==> config.mk <==
export PLATFORM = sky130hd
export DESIGN_NAME = vector_wb_queue
export DESIGN_NICKNAME = d
export VERILOG_FILES = /design/src/rtl/vector_pkg.sv /design/src/rtl/vector_wb_fifo.sv /design/src/rtl/vector_wb_queue.sv
export SDC_FILE = /design/constraint.sdc
export NUM_CORES = 2
export LEC_CHECK = 0
export ABC_AREA = 0
export CAP_MARGIN = 10
export CORE_AREA = 3 3 432 434
export CTS_BUF_LIST = sky130_fd_sc_hd__clkbuf_16
export DETAILED_ROUTE_END_ITERATION = 12
export DIE_AREA = 0 0 435 437
export GPL_TIMING_DRIVEN = 0
export PLACE_DENSITY = 0.68
export REMOVE_ABC_BUFFERS = 1
export SLEW_MARGIN = 5
export SYNTH_ARGS = -nofsm -noshare
export SYNTH_HDL_FRONTEND = slang
export SYNTH_SLANG_ARGS = --single-unit
==> constraint.sdc <==
create_clock -name CLK -period 23 [get_ports CLK]
set_input_delay 3.45 -clock CLK [delete_from_list [all_inputs] [get_ports CLK]]
set_output_delay 3.45 -clock CLK [all_outputs]
set_load 0.05 [all_outputs]
==> src/rtl/vector_pkg.sv <==
// Shared types and default sizing for the vector writeback queue.
// The entry layout {vd, data, mask} is the packing order used throughout.
package vector_pkg;

  localparam int DEFAULT_DEPTH        = 4;
  localparam int DEFAULT_NUM_ELEMENTS = 32;
  localparam int DEFAULT_VREG_IDX_W   = 6;
  localparam int LANE_BITS            = 16;

  typedef struct packed {
    logic [DEFAULT_VREG_IDX_W-1:0]             vd;
    logic [LANE_BITS*DEFAULT_NUM_ELEMENTS-1:0] data;
    logic [DEFAULT_NUM_ELEMENTS-1:0]           mask;
  } wb_entry_t;

  localparam int WB_ENTRY_W = $bits(wb_entry_t);

endpackage

==> src/rtl/vector_wb_fifo.sv <==
// Circular entry store for the writeback queue: head/tail pointers, a separate
// count and per-slot valid bits. The top TAG_W bits of each slot are exported for hazard checks.
module vector_wb_fifo #(
  parameter int DEPTH = 4,
  parameter int W     = 8,
  parameter int TAG_W = 4,
  localparam int PTR_W = $clog2(DEPTH),
  localparam int CNT_W = $clog2(DEPTH) + 1
) (
  input  logic                        clk,
  input  logic                        rst_n,
  input  logic                        push,
  input  logic [W-1:0]                push_data,
  input  logic                        pop,
  output logic [W-1:0]                head_data,
  output logic [CNT_W-1:0]            count,
  output logic [DEPTH-1:0]            entry_valid,
  output logic [DEPTH-1:0][TAG_W-1:0] entry_tags
);

  logic [DEPTH-1:0][W-1:0] mem;
  logic [PTR_W-1:0]        head;
  logic [PTR_W-1:0]        tail;

  // DEPTH is a power of two, so pointer overflow is the modulo-DEPTH wrap.
  always_ff @(posedge clk) begin
    if (!rst_n) begin
      head        <= '0;
      tail        <= '0;
      count       <= '0;
      entry_valid <= '0;
    end else begin
      if (push) begin
        mem[tail]         <= push_data;
        entry_valid[tail] <= 1'b1;
        tail              <= tail + 1'b1;
      end
      if (pop) begin
        entry_valid[head] <= 1'b0;
        head              <= head + 1'b1;
      end
      case ({push, pop})
        2'b10:   count <= count + 1'b1;
        2'b01:   count <= count - 1'b1;
        default: count <= count;
      endcase
    end
  end

  assign head_data = mem[head];

  always_comb begin
    entry_tags = '0;
    for (int i = 0; i < DEPTH; i++) begin
      entry_tags[i] = mem[i][W-1 -: TAG_W];
    end
  end

endmodule

==> src/rtl/vector_wb_queue.sv <==
// Writeback queue between the vector lanes and the VRF write port, with hazard
// query and retire pulses. Define VWB_BYPASS_EN to forward into an empty queue combinationally.
module vector_wb_queue
  import vector_pkg::*;
#(
  parameter int DEPTH        = DEFAULT_DEPTH,
  parameter int NUM_ELEMENTS = DEFAULT_NUM_ELEMENTS,
  parameter int VREG_IDX_W   = DEFAULT_VREG_IDX_W,
  localparam int DATA_W      = LANE_BITS * NUM_ELEMENTS,
  localparam int CNT_W       = $clog2(DEPTH) + 1
) (
  input  logic                    CLK,
  input  logic                    nRST,
  input  logic                    lane_valid,
  input  logic [VREG_IDX_W-1:0]   lane_vd,
  input  logic [DATA_W-1:0]       lane_data,
  input  logic [NUM_ELEMENTS-1:0] lane_mask,
  output logic                    wb_ready,
  output logic                    wr_valid,
  output logic [VREG_IDX_W-1:0]   wr_vd,
  output logic [DATA_W-1:0]       wr_data,
  output logic [NUM_ELEMENTS-1:0] wr_mask,
  input  logic                    wr_ready,
  input  logic [VREG_IDX_W-1:0]   query_vd,
  output logic                    query_hit,
  output logic                    accomplished,
  output logic [CNT_W-1:0]        occupancy
);

  localparam int ENTRY_W = VREG_IDX_W + DATA_W + NUM_ELEMENTS;
  localparam int PEND_W  = 4;

  logic [CNT_W-1:0]                 count;
  logic [ENTRY_W-1:0]               head_entry;
  logic [DEPTH-1:0]                 entry_valid;
  logic [DEPTH-1:0][VREG_IDX_W-1:0] entry_vd;
  logic                             accept;
  logic                             mask_zero;
  logic                             discard;
  logic                             bypass;
  logic                             handshake;
  logic                             fifo_push;
  logic                             fifo_pop;
  logic [PEND_W-1:0]                pend_cnt;
  logic [PEND_W-1:0]                pend_next;
  logic                             acc_next;

  vector_wb_fifo #(
    .DEPTH (DEPTH),
    .W     (ENTRY_W),
    .TAG_W (VREG_IDX_W)
  ) u_fifo (
    .clk         (CLK),
    .rst_n       (nRST),
    .push        (fifo_push),
    .push_data   ({lane_vd, lane_data, lane_mask}),
    .pop         (fifo_pop),
    .head_data   (head_entry),
    .count       (count),
    .entry_valid (entry_valid),
    .entry_tags  (entry_vd)
  );

  assign occupancy = count;
  assign wb_ready  = (count != CNT_W'(DEPTH));
  assign accept    = lane_valid && wb_ready;
  assign mask_zero = (lane_mask == '0);
  assign discard   = accept && mask_zero;

`ifdef VWB_BYPASS_EN
  assign bypass = accept && !mask_zero && (count == '0);
`else
  assign bypass = 1'b0;
`endif

  assign wr_valid  = (count != '0) || bypass;
  assign handshake = wr_valid && wr_ready;
  assign fifo_pop  = (count != '0) && wr_ready;
  // A forwarded result that the VRF takes immediately never occupies a slot.
  assign fifo_push = accept && !mask_zero && !(bypass && wr_ready);

  always_comb begin
    wr_vd   = '0;
    wr_data = '0;
    wr_mask = '0;
    if (count != '0) begin
      {wr_vd, wr_data, wr_mask} = head_entry;
    end else if (bypass) begin
      wr_vd   = lane_vd;
      wr_data = lane_data;
      wr_mask = lane_mask;
    end
  end

  always_comb begin
    query_hit = 1'b0;
    for (int i = 0; i < DEPTH; i++) begin
      if (entry_valid[i] && (entry_vd[i] == query_vd)) begin
        query_hit = 1'b1;
      end
    end
  end

  // Writes own the pulse slot; discards that collide with one wait in pend_cnt.
  always_comb begin
    acc_next  = 1'b0;
    pend_next = pend_cnt;
    if (handshake) begin
      acc_next = 1'b1;
      if (discard && (pend_cnt != '1)) begin
        pend_next = pend_cnt + 1'b1;
      end
    end else if (pend_cnt != '0) begin
      acc_next = 1'b1;
      if (!discard) begin
        pend_next = pend_cnt - 1'b1;
      end
    end else begin
      acc_next = discard;
    end
  end

  always_ff @(posedge CLK) begin
    if (!nRST) begin
      accomplished <= 1'b0;
      pend_cnt     <= '0;
    end else begin
      accomplished <= acc_next;
      pend_cnt     <= pend_next;
    end
  end

endmodule

==> out/results.tsv <==
stage	metric	value	unit
setup_path	crit-path max cell delay	0.77	ns
detailed_routing	vias per cell	5.38	
run	maxcap violations	0	
final_layout	layout net count	5445	
place	hpwl dp	134000	µm
detailed_routing	drt initial violations	2854	
final_layout	Final Non-Filler Cells	7574	
setup_path	critical path depth	6	
setup_path	critical path's slowest cell	clkdlybuf4s50_1	
final_layout	most frequent cells in the layout	edfxtp_1, clkdlybuf4s50_1, and2_1	
final_layout	# fillers	13204	
clock_network	Post-CTS Setup Inserts	0	
clock_network	CTS tree	yes	
global_route	vias in the first global route	42157	
timing	Max Clk Rate	0.110	GHz
setup_path	critical path cell sequence	clkdlybuf4s50_1 -> xnor2_1 -> nand4_1 -> nor4_1 -> or4_1 -> clkdlybuf4s50_1	
floorplanning	initial cell density of the core	46.0	%
final_layout	area delta synth->final	26.9	%
yosys	synthesized flop and latch total	2216	
clock_network	Post-CTS Resized	0	
yosys	Mapped Area	84300	µm²
min_path	hold crit path type	reg -> reg	
detailed_routing	drt first pass iters	5	
clock_network	hold-fix buffers at CTS	0	
place	number of port buffers	1116	
yosys	proportion of synthesized area in mux cells	14.7	%
detailed_routing	Post-Route WL	202000	µm
pwr	worst vdd ir	0.100	mV
clock_network	CTS Sinks	2216	
yosys	cell count after synthesis	3635	
timing	hold slack	0.500	ns
global_route	antenna violations before repair	74	
clock_network	clock latency on the worst-skew pair	0.88	ns
yosys	largest family of logic cells by synthesized area	multiplexers	
global_route	pin count of the biggest net entering global routing	77	
place	GPL Wtd Cong	0.790	
min_path	Worst Hold Depth	2	
setup_path	CP Buf/Inv Count	2	
setup_path	WS Path Type	in -> out	
setup_path	type of destination of the critical path	output pin	
timing	# setup viols final	0	
timing	Relative slew margins	38.3	%
setup_path	reg-to-reg startpoint	u_fifo.count[0]$_SDFFE_PN0P_	
setup_path	R2R depth	9	
setup_path	cell repeated most along the worst path	clkdlybuf4s50_1	
detailed_routing	WL/cell	26.7	µm
setup_path	critical path launch point type	input port	
global_route	grt total ovfl	0	
setup_path	Worst Setup SP	query_vd[1]	
floorplanning	num ports	1117	
floorplanning	Die ar.	190000	µm²
yosys	YS warnings	0	
yosys	syn avg cell area	23.2	µm²
yosys	simple-gate portion of the synthesized area	4.46	%
final_layout	share of post-route cells with drive strength above 1	18.8	%
clock_network	CTS root buffer	clkbuf_16	
setup_path	R2R setup slack	18.83	ns
final_layout	commonest non-fill, non-tap cell in the layout	edfxtp_1	
timing	Worst-Margin Slew	0.926	ns
final_layout	Core Util, Final	58.4	%
timing	Final Skew	0.0541	ns
run_status	status	finished clean	
setup_path	CP arrival	5.65	ns
timing	Final Hold Fails	0	
clock_network	CTS H-tree depth	4	
pwr	LEAKAGE	0.0336	µW
yosys	register area share after synthesis	78.8	%
detailed_routing	ANT nets after route	0	
timing	crit share post-route	39.5	%
setup_path	CP top delay family	buffers and inverters	
clock_network	clk slew on worst S/H paths	0.06	ns
timing	RSZ-0062 raised after global routing	no	
final_layout	area occupied by multi-input gates	16800	µm²
clock_network	Num CTS Buffers	220	
global_route	global-route wire length before repair	295000	µm
timing	min Tclk post-route	9.10	ns
yosys	post-synthesis compound-gate area fraction	0.183	%
detailed_routing	DRC	0	
pwr	Power, Total	14000	µW
yosys	Post-Synth Adder-Cell Area	0.211	%
clock_network	CTS Buffer Depth	3	
setup_path	Reg-to-Reg End	u_fifo.mem[1861]$_DFFE_PP_	
floorplanning	row cnt	157	
floorplanning	die width	435	µm
setup_path	CP required	19.55	ns
final_layout	Sequential cell area	66400	µm²
floorplanning	die height	437	µm
global_route	GRT Util Overall	21.2	%
setup_path	CP max FO	4	
yosys	xor and xnor area share after synthesis	0.301	%
pwr	Cell Pwr Density	131	nW/µm²
setup_path	end point of the critical path	query_hit	
yosys	Synth cell types	39	
floorplanning	area of the core	183000	µm²
place	placed cells	7114	
timing	Slew Limit Fails	0	
detailed_routing	Via Count	40735	
worst min-delay path by stage:
stage	from	to	slack, ns
2_1_floorplan	pend_cnt[3]$_SDFFE_PN0P_	pend_cnt[3]$_SDFFE_PN0P_	0.45
3_3_place_gp	pend_cnt[3]$_SDFFE_PN0P_	pend_cnt[3]$_SDFFE_PN0P_	0.46
3_5_place_dp	pend_cnt[3]$_SDFFE_PN0P_	pend_cnt[3]$_SDFFE_PN0P_	0.49
4_1_cts	pend_cnt[3]$_SDFFE_PN0P_	pend_cnt[3]$_SDFFE_PN0P_	0.50
5_1_grt	pend_cnt[3]$_SDFFE_PN0P_	pend_cnt[3]$_SDFFE_PN0P_	0.55
6_report	pend_cnt[3]$_SDFFE_PN0P_	pend_cnt[3]$_SDFFE_PN0P_	0.50
layer usage:
layer	GRT usage [%]	wire [µm]	up-vias
li1	-	-	17581
met5	0	209	-
met2	35.0	103000	1328
met1	25.7	74700	21428
met4	9.54	8530	28
met3	6.56	15600	370
Yosys cell counts (all sizes together):
library cell | n | area, µm²
o21ai | 3 | 15.0
mux2i | 3 | 30.0
xnor2 | 14 | 123
or4 | 2 | 15.0
ha | 11 | 138
edfxtp | 2200 | 66100
xor2 | 15 | 131
nor4 | 12 | 75.1
dfxtp | 16 | 320
nand2 | 5 | 18.8
nand3 | 1 | 5.00
fa | 2 | 40.0
nor3 | 4 | 25.0
and2 | 552 | 3450
nand4 | 7 | 43.8
a21oi | 11 | 55.1
or3b | 1 | 8.76
a211oi | 4 | 30.0
nor3b | 1 | 12.5
nor2 | 6 | 22.5
a21o | 1 | 7.51
buf | 103 | 777
or3 | 2 | 12.5
inv | 10 | 37.5
mux4 | 550 | 12400
clkbuf | 85 | 319
o31ai | 2 | 20.0
nand2b | 2 | 12.5
and3 | 4 | 25.0
o31a | 2 | 17.5
and4 | 3 | 28.8
a41oi | 1 | 8.76
area by class of cell:
cell class	count	share of cell area [%]
sequential	2216	62.1
multi-input combinational	1221	15.7
timing repair buffer	1203	12.6
clock buffer	220	5.15
tap	2464	2.88
clock inverter	193	1.48
antenna	47	0.110
inverter	10	0.0351
logic make-up (layout without fill, tap and decap cells):
family	count (synthesis)	count (layout)
AO/OA/AOI/OAI	24	24
XOR/XNOR	29	29
adder cells (fa/ha/maj)	13	13
buffers and inverters	198	1626
flip-flops	2216	2216
multiplexers	553	553
other	0	47
AND/OR/NAND/NOR	602	602
registers in the layout (all words and copies together), names as in the netlist:
| signal | cells |
|---|---|
| pend_cnt | 4 |
| u_fifo.head | 2 |
| u_fifo.entry_tags | 24 |
| u_fifo.mem | 2176 |
| u_fifo.count | 3 |
| accomplished | 1 |
| u_fifo.entry_valid | 4 |
| u_fifo.tail | 2 |
through the flow:
stage | cell area [µm²] | setup WS, ns | setup TNS [ns]
6_report | 107000 | 13.90 | 0
3_5_place_dp | 99800 | 13.92 | 0
5_1_grt | 107000 | 13.83 | 0
2_1_floorplan | 83200 | -4.40 | -2427.98
4_1_cts | 107000 | 13.92 | 0
3_3_place_gp | 97400 | -17.91 | -
worst reg2reg max path: stages (launching register included):
cell,delay [ns]
dfxtp_1,0.46
or3b_1,0.19
nand2_1,0.12
a21oi_1,0.74
and3_4,0.68
buf_12,0.30
buf_16,0.30
buf_16,0.35
buf_16,0.33
buf_16,0.35
power by group:
group	internal (µW)	switching, µW	leakage (µW)	total (µW)
sequential	4680	70.6	0.0201	4750
clock	1960	1500	0.00365	3450
combinational	2100	3700	0.00988	5800
(Power assumes the default switching activity.)
